$ cat config.mk
export PLATFORM = sky130hd
export DESIGN_NAME = multicycle_control
export DESIGN_NICKNAME = d
export VERILOG_FILES = /design/src/rtl/multicycle_control.sv
export SDC_FILE = /design/constraint.sdc
export NUM_CORES = 1
export LEC_CHECK = 0
export BUFFER_PORTS_ARGS = -buffer_cell sky130_fd_sc_hd__buf_4
export CAP_MARGIN = 10
export CORE_MARGIN = 4
export CORE_UTILIZATION = 50
export CTS_BUF_LIST = sky130_fd_sc_hd__clkbuf_8
export DETAILED_ROUTE_END_ITERATION = 12
export GPL_TIMING_DRIVEN = 1
export PLACE_DENSITY = 0.87
export SYNTH_ARGS = -nofsm -noshare
export SYNTH_HDL_FRONTEND = slang
export SYNTH_SLANG_ARGS = --single-unit
$ cat constraint.sdc
create_clock -name clk -period 3.3 [get_ports clk]
set_clock_uncertainty 0.1 [all_clocks]
set_input_delay 0.165 -clock clk [delete_from_list [all_inputs] [get_ports clk]]
set_output_delay 0.165 -clock clk [all_outputs]
set_load 0.01 [all_outputs]
$ cat src/rtl/multicycle_control.sv
// rtl/multicycle_control.sv - multi-cycle instruction sequencing FSM for the single-issue RISC-V core
module multicycle_control #(
    parameter int unsigned RESET_PC_HOLD = 1
) (
    input  logic        clk,
    input  logic        rst_n,
    input  logic [6:0]  instOpcode,
    input  logic [2:0]  funct3,
    input  logic        isZero,
    input  logic        mem_ready,
    output logic [1:0]  ALUop,
    output logic        alu_src_a,
    output logic [1:0]  alu_src_b,
    output logic        pc_write,
    output logic [1:0]  pc_source,
    output logic        ir_write,
    output logic        iord,
    output logic        mem_read,
    output logic        mem_write,
    output logic        reg_write,
    output logic [1:0]  mem_to_reg,
    output logic        trap,
    output logic [31:0] retired,
    output logic [3:0]  state_o
);

    localparam logic [3:0] S_RESET     = 4'd0;
    localparam logic [3:0] S_FETCH     = 4'd1;
    localparam logic [3:0] S_DECODE    = 4'd2;
    localparam logic [3:0] S_MEM_ADDR  = 4'd3;
    localparam logic [3:0] S_MEM_READ  = 4'd4;
    localparam logic [3:0] S_MEM_WB    = 4'd5;
    localparam logic [3:0] S_MEM_WRITE = 4'd6;
    localparam logic [3:0] S_EXEC_R    = 4'd7;
    localparam logic [3:0] S_EXEC_I    = 4'd8;
    localparam logic [3:0] S_ALU_WB    = 4'd9;
    localparam logic [3:0] S_BRANCH    = 4'd10;
    localparam logic [3:0] S_JAL       = 4'd11;
    localparam logic [3:0] S_TRAP      = 4'd15;

    localparam logic [6:0] OP_LOAD   = 7'h03;
    localparam logic [6:0] OP_STORE  = 7'h23;
    localparam logic [6:0] OP_RTYPE  = 7'h33;
    localparam logic [6:0] OP_ITYPE  = 7'h13;
    localparam logic [6:0] OP_BRANCH = 7'h63;
    localparam logic [6:0] OP_JAL    = 7'h6F;

    localparam logic [3:0] HOLD_LAST = 4'(RESET_PC_HOLD - 1);

    logic [3:0]  state_q, state_d;
    logic [3:0]  hold_q, hold_d;
    logic [31:0] retired_q;
    logic        retire;
    logic        branch_legal;
    logic        branch_taken;

    assign branch_legal = (funct3 == 3'b000) || (funct3 == 3'b001);
    assign branch_taken = ((funct3 == 3'b000) && isZero) || ((funct3 == 3'b001) && !isZero);

    always_comb begin
        state_d = state_q;
        hold_d  = hold_q;
        retire  = 1'b0;
        case (state_q)
            S_RESET: begin
                if (hold_q == HOLD_LAST) begin
                    state_d = S_FETCH;
                    hold_d  = 4'd0;
                end else begin
                    hold_d = hold_q + 4'd1;
                end
            end
            S_FETCH:     if (mem_ready) state_d = S_DECODE;
            S_DECODE: begin
                case (instOpcode)
                    OP_LOAD, OP_STORE: state_d = S_MEM_ADDR;
                    OP_RTYPE:          state_d = S_EXEC_R;
                    OP_ITYPE:          state_d = S_EXEC_I;
                    OP_BRANCH:         state_d = S_BRANCH;
                    OP_JAL:            state_d = S_JAL;
                    default:           state_d = S_TRAP;
                endcase
            end
            S_MEM_ADDR:  state_d = (instOpcode == OP_STORE) ? S_MEM_WRITE : S_MEM_READ;
            S_MEM_READ:  if (mem_ready) state_d = S_MEM_WB;
            S_MEM_WB: begin
                state_d = S_FETCH;
                retire  = 1'b1;
            end
            S_MEM_WRITE: begin
                if (mem_ready) begin
                    state_d = S_FETCH;
                    retire  = 1'b1;
                end
            end
            S_EXEC_R, S_EXEC_I: state_d = S_ALU_WB;
            S_ALU_WB, S_JAL: begin
                state_d = S_FETCH;
                retire  = 1'b1;
            end
            S_BRANCH: begin
                // Unsupported branch conditions trap rather than retire.
                if (branch_legal) begin
                    state_d = S_FETCH;
                    retire  = 1'b1;
                end else begin
                    state_d = S_TRAP;
                end
            end
            S_TRAP:  state_d = S_TRAP;
            default: state_d = S_TRAP;
        endcase
    end

    always_comb begin
        ALUop      = 2'b00;
        alu_src_a  = 1'b0;
        alu_src_b  = 2'b00;
        pc_write   = 1'b0;
        pc_source  = 2'b00;
        ir_write   = 1'b0;
        iord       = 1'b0;
        mem_read   = 1'b0;
        mem_write  = 1'b0;
        reg_write  = 1'b0;
        mem_to_reg = 2'b00;
        trap       = 1'b0;
        case (state_q)
            S_FETCH: begin
                mem_read  = 1'b1;
                alu_src_b = 2'b01;
                ir_write  = mem_ready;
                pc_write  = mem_ready;
            end
            S_DECODE:   alu_src_b = 2'b11;
            S_MEM_ADDR, S_EXEC_I: begin
                alu_src_a = 1'b1;
                alu_src_b = 2'b10;
            end
            S_MEM_READ: begin
                mem_read = 1'b1;
                iord     = 1'b1;
            end
            S_MEM_WB: begin
                reg_write  = 1'b1;
                mem_to_reg = 2'b01;
            end
            S_MEM_WRITE: begin
                mem_write = 1'b1;
                iord      = 1'b1;
            end
            S_EXEC_R: begin
                alu_src_a = 1'b1;
                ALUop     = 2'b10;
            end
            S_ALU_WB:   reg_write = 1'b1;
            S_BRANCH: begin
                alu_src_a = 1'b1;
                ALUop     = 2'b01;
                pc_source = 2'b01;
                pc_write  = branch_taken;
            end
            S_JAL: begin
                pc_write   = 1'b1;
                pc_source  = 2'b10;
                reg_write  = 1'b1;
                mem_to_reg = 2'b10;
            end
            S_TRAP:     trap = 1'b1;
            default: ;
        endcase
    end

    always_ff @(posedge clk or negedge rst_n) begin
        if (!rst_n) begin
            state_q   <= S_RESET;
            hold_q    <= 4'd0;
            retired_q <= 32'd0;
        end else begin
            state_q <= state_d;
            hold_q  <= hold_d;
            if (retire) retired_q <= retired_q + 32'd1;
        end
    end

    assign retired = retired_q;
    assign state_o = state_q;

endmodule

-- Yosys cells after proc, flatten, opt, wreduce, memory -nomap -nowiden
Index checks and enable logic that the tools add are counted.
- reduce and logical (&&, ||, !) cells: 16
- mux-type cells: 24
- add/sub/neg operators: 2
- equality and inequality tests: 23
- operators with widths (operator ; number):
    4-bit one-hot mux with 9 select lines ; 1
    32-bit by 1-bit adder with 32-bit output, second input constant ; 1
    4-bit 2-to-1 mux ; 6
    4-bit == test, second input constant ; 5
    4-bit one-hot mux with 5 select lines ; 1
    4-bit by 3-bit == test with 1-bit output, second input constant ; 4
    7-bit by 6-bit == test with 1-bit output, second input constant ; 2
    7-bit == test, second input constant ; 2
    2-bit one-hot mux with 2 select lines ; 3
    2-bit OR reduction ; 5
    1-bit 2-to-1 mux ; 9
    4-bit by 2-bit == test with 1-bit output, second input constant ; 2
    4-bit zero test ; 2
    2-bit inequality test, second input constant ; 4
    7-bit by 2-bit == test with 1-bit output, second input constant ; 1
    7-bit by 5-bit == test with 1-bit output, second input constant ; 1
    1-bit one-hot mux with 3 select lines ; 2
    2-bit one-hot mux with 3 select lines ; 1
    4-bit by 1-bit adder with 4-bit output, second input constant ; 1
    4-bit by 1-bit == test with 1-bit output, second input constant ; 1
    4-bit AND reduction ; 1
    4-bit OR reduction ; 1
    3-bit by 1-bit == test with 1-bit output, second input constant ; 1
    3-bit zero test ; 1
    5 further kinds ; 7
- flip-flop bits (word level): 40
- logic and storage cells: 68

-- Logic depth before layout (Yosys ltp)
- word-level depth: 4
- gate-level depth with buffers: 7

-- Worst setup path before layout
Ideal clock, no wire load.
- path type: register -> register
- start: register hold_q[0]
- end: register state_q[2] (netlist: state_o[2])
- data required time: 3.066 ns
- library setup time: 0.134 ns
- slack: 1.346 ns
- stages on the path, launching flop included: 8
- data arrival time: 1.721 ns
- path buffers: 0
- period minus slack after synthesis: 1.954 ns
- cells stage by stage: dfrtp_1 inv_1 ha_1 or4b_2 a31oi_1 nor2_1 a311oi_1 a31oi_1
- word-level cells in the longest chain between the ends: 3
- RTL lines (element ; RTL line ; source):
    start, declared ; 51 ; logic [3:0] hold_q, hold_d;
    start signal, assigned ; 181 ; hold_q <= hold_d;
    4-bit zero test ; 66 ; if (hold_q == HOLD_LAST) begin
    2-bit inequality test (no source line) ; n/a ;
    4-bit AND reduction (no source line) ; n/a ;
    end signal, assigned ; 180 ; state_q <= state_d;
    end, declared ; 50 ; logic [3:0] state_q, state_d;
Every way passes these cells.
A chain may end at the register's enable or synchronous reset.

-- Final worst setup path
- start: register state_q[2] (netlist: state_o[2])
- end: register retired_q[10] (netlist: retired[10])
- word-level cells in the longest chain between the ends: 3
- elaborated cells between the ends (all ways): 7
- RTL lines (element ; RTL line ; source):
    4-bit == test or 4-bit by 3-bit == test with 1-bit output (tied branches) ; 64 ; case (state_q)
    3-bit OR reduction (no source line) ; n/a ;
    1-bit one-hot mux with 3 select lines * ; 64 ;
    end signal, assigned ; 182 ; if (retire) retired_q <= retired_q + 32'd1;
    end, declared ; 52 ; logic [31:0] retired_q;
Every way passes the cells marked *; elsewhere a longest branch is shown, timed or not.

==> flow_summary_export.csv <==
group,metric,value,unit
synth,ys_types,50,
clock_network,post_cts_buffers,0,
routing,vias,2006,
die,fp-row-count,24,
worst_setup_path,crit_required,3380,ps
global_route,grt_util_all_layers,0.191,
synth,synth_edf_count,0,
timing,max_freq,426,MHz
routing,first_iter_violations,117,
synth,syn_area_per_cell,9.39,µm²
synth,synthAdderAreaFrac,0.0165,
die,chipHeight,75.4,µm
die,core_region_area,4380,µm²
synth,netlist.area_leader.share,0.441,
worst_setup_path,startpoint_type,"register",
hold_path,hold_path.class,"in2reg",
synth,ys_ff_latch,40,
synth,syn_nets,259,
finish,diodes,0,
clock_network,cts_root_buffer,"clkbuf_8",
timing,drv_slew,0,
synth,async_flop_share,1.00,
routing,maxUsedRoutingLayer,"met4",
routing,drtPass1Iterations,4,
run_status,status,"completed",
routing,wl_met2,2810,µm
pwr,power_density,299,nW/µm²
clock_network,cts_sinks,40,
timing,hold_viol,0,
timing,post-route-period-util,0.712,
place,io_buffers,65,
worst_setup_path,setup.worst_path.start,"state_o[2]",
global_route,grt_max_degree,41,
worst_setup_path,r2r-start,"state_o[2]",
worst_setup_path,crit_chain,"or3b_1, a21boi_4, o21ba_1, nand3_1, xnor2_1",
synth,synth_top_family_by_area,"simple AND/OR/NAND/NOR gates",
clock_network,cts_hold_buffers,1,
clock_network,cts_resized,0,
synth,synth_area_leaders,"dfrtp_1, xnor2_1, xor2_1, nor2_1, nand2_1",
routing,drc,0,
timing,slew_headroom,0.463,
clock_network,cts_tree,"done",
worst_setup_path,path_delay_family,"flip-flops",
die,dieArea,5690,µm²
hold_path,holdCritStartpoint,"mem_ready",
synth,synth_top_area_cell,"dfrtp_1",
worst_setup_path,crit_path_top_delay_cell,"dfrtp_1",
clock_network,htreeDepth,2,
finish,final_nets,323,
finish,stdcell_count,359,
worst_setup_path,endpoint_kind,"register",
synth,ys.flop_type,"dfrtp_1",
finish,drive_gt1_frac,0.270,
global_route,grt_pass1_wl,8470,µm
place,dp_hpwl,3930,µm
die,die_x,75.4,µm
routing,wl_met1,2150,µm
worst_setup_path,worstSetupPathType,"reg2reg",
timing,layout_min_cycle_time,2350,ps
routing,route.met3.wl,269,µm
place,place.gp.congestion,0.798,
timing,finalSetupViolations,0,
clock_network,cts_buffer_depth,2,
worst_setup_path,path_buf_inv,0,
timing,worstMarginPinSlew,799,ps
clock_network,insertion_delay,300,ps
synth,muxShareOfSynthArea,0.0138,
clock_network,cts_buffers,5,
finish,area_growth,27.0,%
worst_setup_path,reg2reg_slack,950,ps
synth,synthSimpleGateAreaFrac,0.259,
pwr,p_leak,1.47,nW
synth,synth_area,2270,µm²
global_route,antenna_found_initial,0,
pwr,ir_worst_vdd,195,µV
global_route,gr-total-overflow,0,
synth,seq_area_frac_synth,0.441,
clock_network,clkTransAtPathRegs,80,ps
routing,post_drt_wl_per_cell,14.8,µm
routing,ant_nets,0,
global_route,first_global_vias,1825,
worst_setup_path,max_stage_delay,720,ps
synth,synthXorXnorAreaFrac,0.131,
synth,yosysWarnings,0,
routing,routed_wl,5300,µm
worst_setup_path,crit_fanout,21,
worst_setup_path,worstPathArrival,2430,ps
synth,synthCells,242,
timing,setup_tns,0,ps
place,dp.cells,350,
die,pin_count,66,
job,drv_cap,0,
synth,synth-compound-area-share,0.105,
routing,routed_via_density,5.59,
timing,rsz0062_at_grt,"no",
die,initial_core_util,0.518,
[power by group]
part	switching [mW]	total, mW	internal, mW
clock network	0.171	0.338	0.167
registers	0	0.490	0.490
logic	0.0194	0.0343	0.0148
[sequential cells by signal, indices dropped and copies added (netlist names)]
| signal | count |
|---|---|
| retired | 32 |
| state_o | 4 |
| hold_q | 4 |
[logic make-up after synthesis]
family | count (synthesis)
adders and majority gates | 3
muxes | 3
AOI/OAI and AO/OA | 32
DFF | 40
xor gates and xnor gates | 34
buffers and inverters | 18
and+or+nand+nor | 112
[layout make-up]
cell class / instances / area, µm²
Inverter: 9 / 33.8
Multi-Input combinational cell: 184 / 1190
Tap cell: 52 / 65.1
Sequential cell: 40 / 1000
Clock buffer: 6 / 82.6
Clock inverter: 2 / 11.3
Fill cell: 347 / 1500
Timing Repair Buffer: 66 / 498
[cell usage in the layout, fill, tap and decap left out, types with 2 or more instances in the layout]
master / netlist / routed
buf_4: 2 / 65
dfrtp_1: 40 / 40
nor2_1: 33 / 33
nand2_1: 24 / 24
xnor2_1: 18 / 18
xor2_1: 16 / 16
nand3_1: 14 / 14
inv_1: 9 / 10
o21ai_0: 9 / 9
nand4_1: 8 / 8
nor3_1: 7 / 7
and3_1: 6 / 6
clkbuf_8: 0 / 6
a21oi_1: 4 / 4
nor3b_1: 3 / 3
a31oi_1: 3 / 3
ha_1: 3 / 3
and4bb_2: 2 / 2
mux2i_1: 2 / 2
nand2b_1: 2 / 2
nor4_1: 2 / 2
nor3_2: 2 / 2
[final timing paths]
check,end,depth (start not counted)
min,state_o[0],4
max,retired[10],5
max in group asynchronous,retired[0],2
min reg2reg,retired[31],1
min in group asynchronous,retired[31],2
max reg2reg,retired[10],5
[layer usage]
| metal | track usage | vias to the layer above |
|---|---|---|
| met2 | 0.323 | 54 |
| met3 | 0.0409 | 6 |
| met5 | 0 | - |
| met4 | 0.0621 | 0 |
| li1 | - | 968 |
| met1 | 0.244 | 978 |
[worst register-to-register path, cell delays in order (launching register included)]
cell and delay [ps]:
dfrtp_1 720, or3b_1 460, a21boi_4 250, o21ba_1 390
nand3_1 180, xnor2_1 160
[stage by stage]
stage          power, mW  utilization  instance area, µm²  setup WS, ps  hold slack, ps
3_3_place_gp       0.533        0.634                2780          1070            62.3
2_1_floorplan      0.507            -                2270          1350            -231
5_1_grt            0.893        0.658                2890           802             166
3_5_place_dp       0.533        0.634                2780           967            66.3
4_1_cts            0.869        0.658                2890           968             138
6_report           0.862        0.658                2890           951             145
[Yosys cell counts (2+ instances only)]
cell type  count
buf_2          2
ha_1           3
buf_4          2
nor4_1         2
nor3_1         7
a31oi_1        3
dfrtp_1       40
nand2_1       24
buf_1          3
xor2_1        16
inv_1          9
a21oi_1        4
mux2i_1        2
o21ai_0        9
nor3_2         2
and3_1         6
nor3b_1        3
nand2b_1       2
nand3_1       14
nand4_1        8
nor2_1        33
xnor2_1       18
clkbuf_1       2
and4bb_2       2
Power figures use the tool's default switching activity.
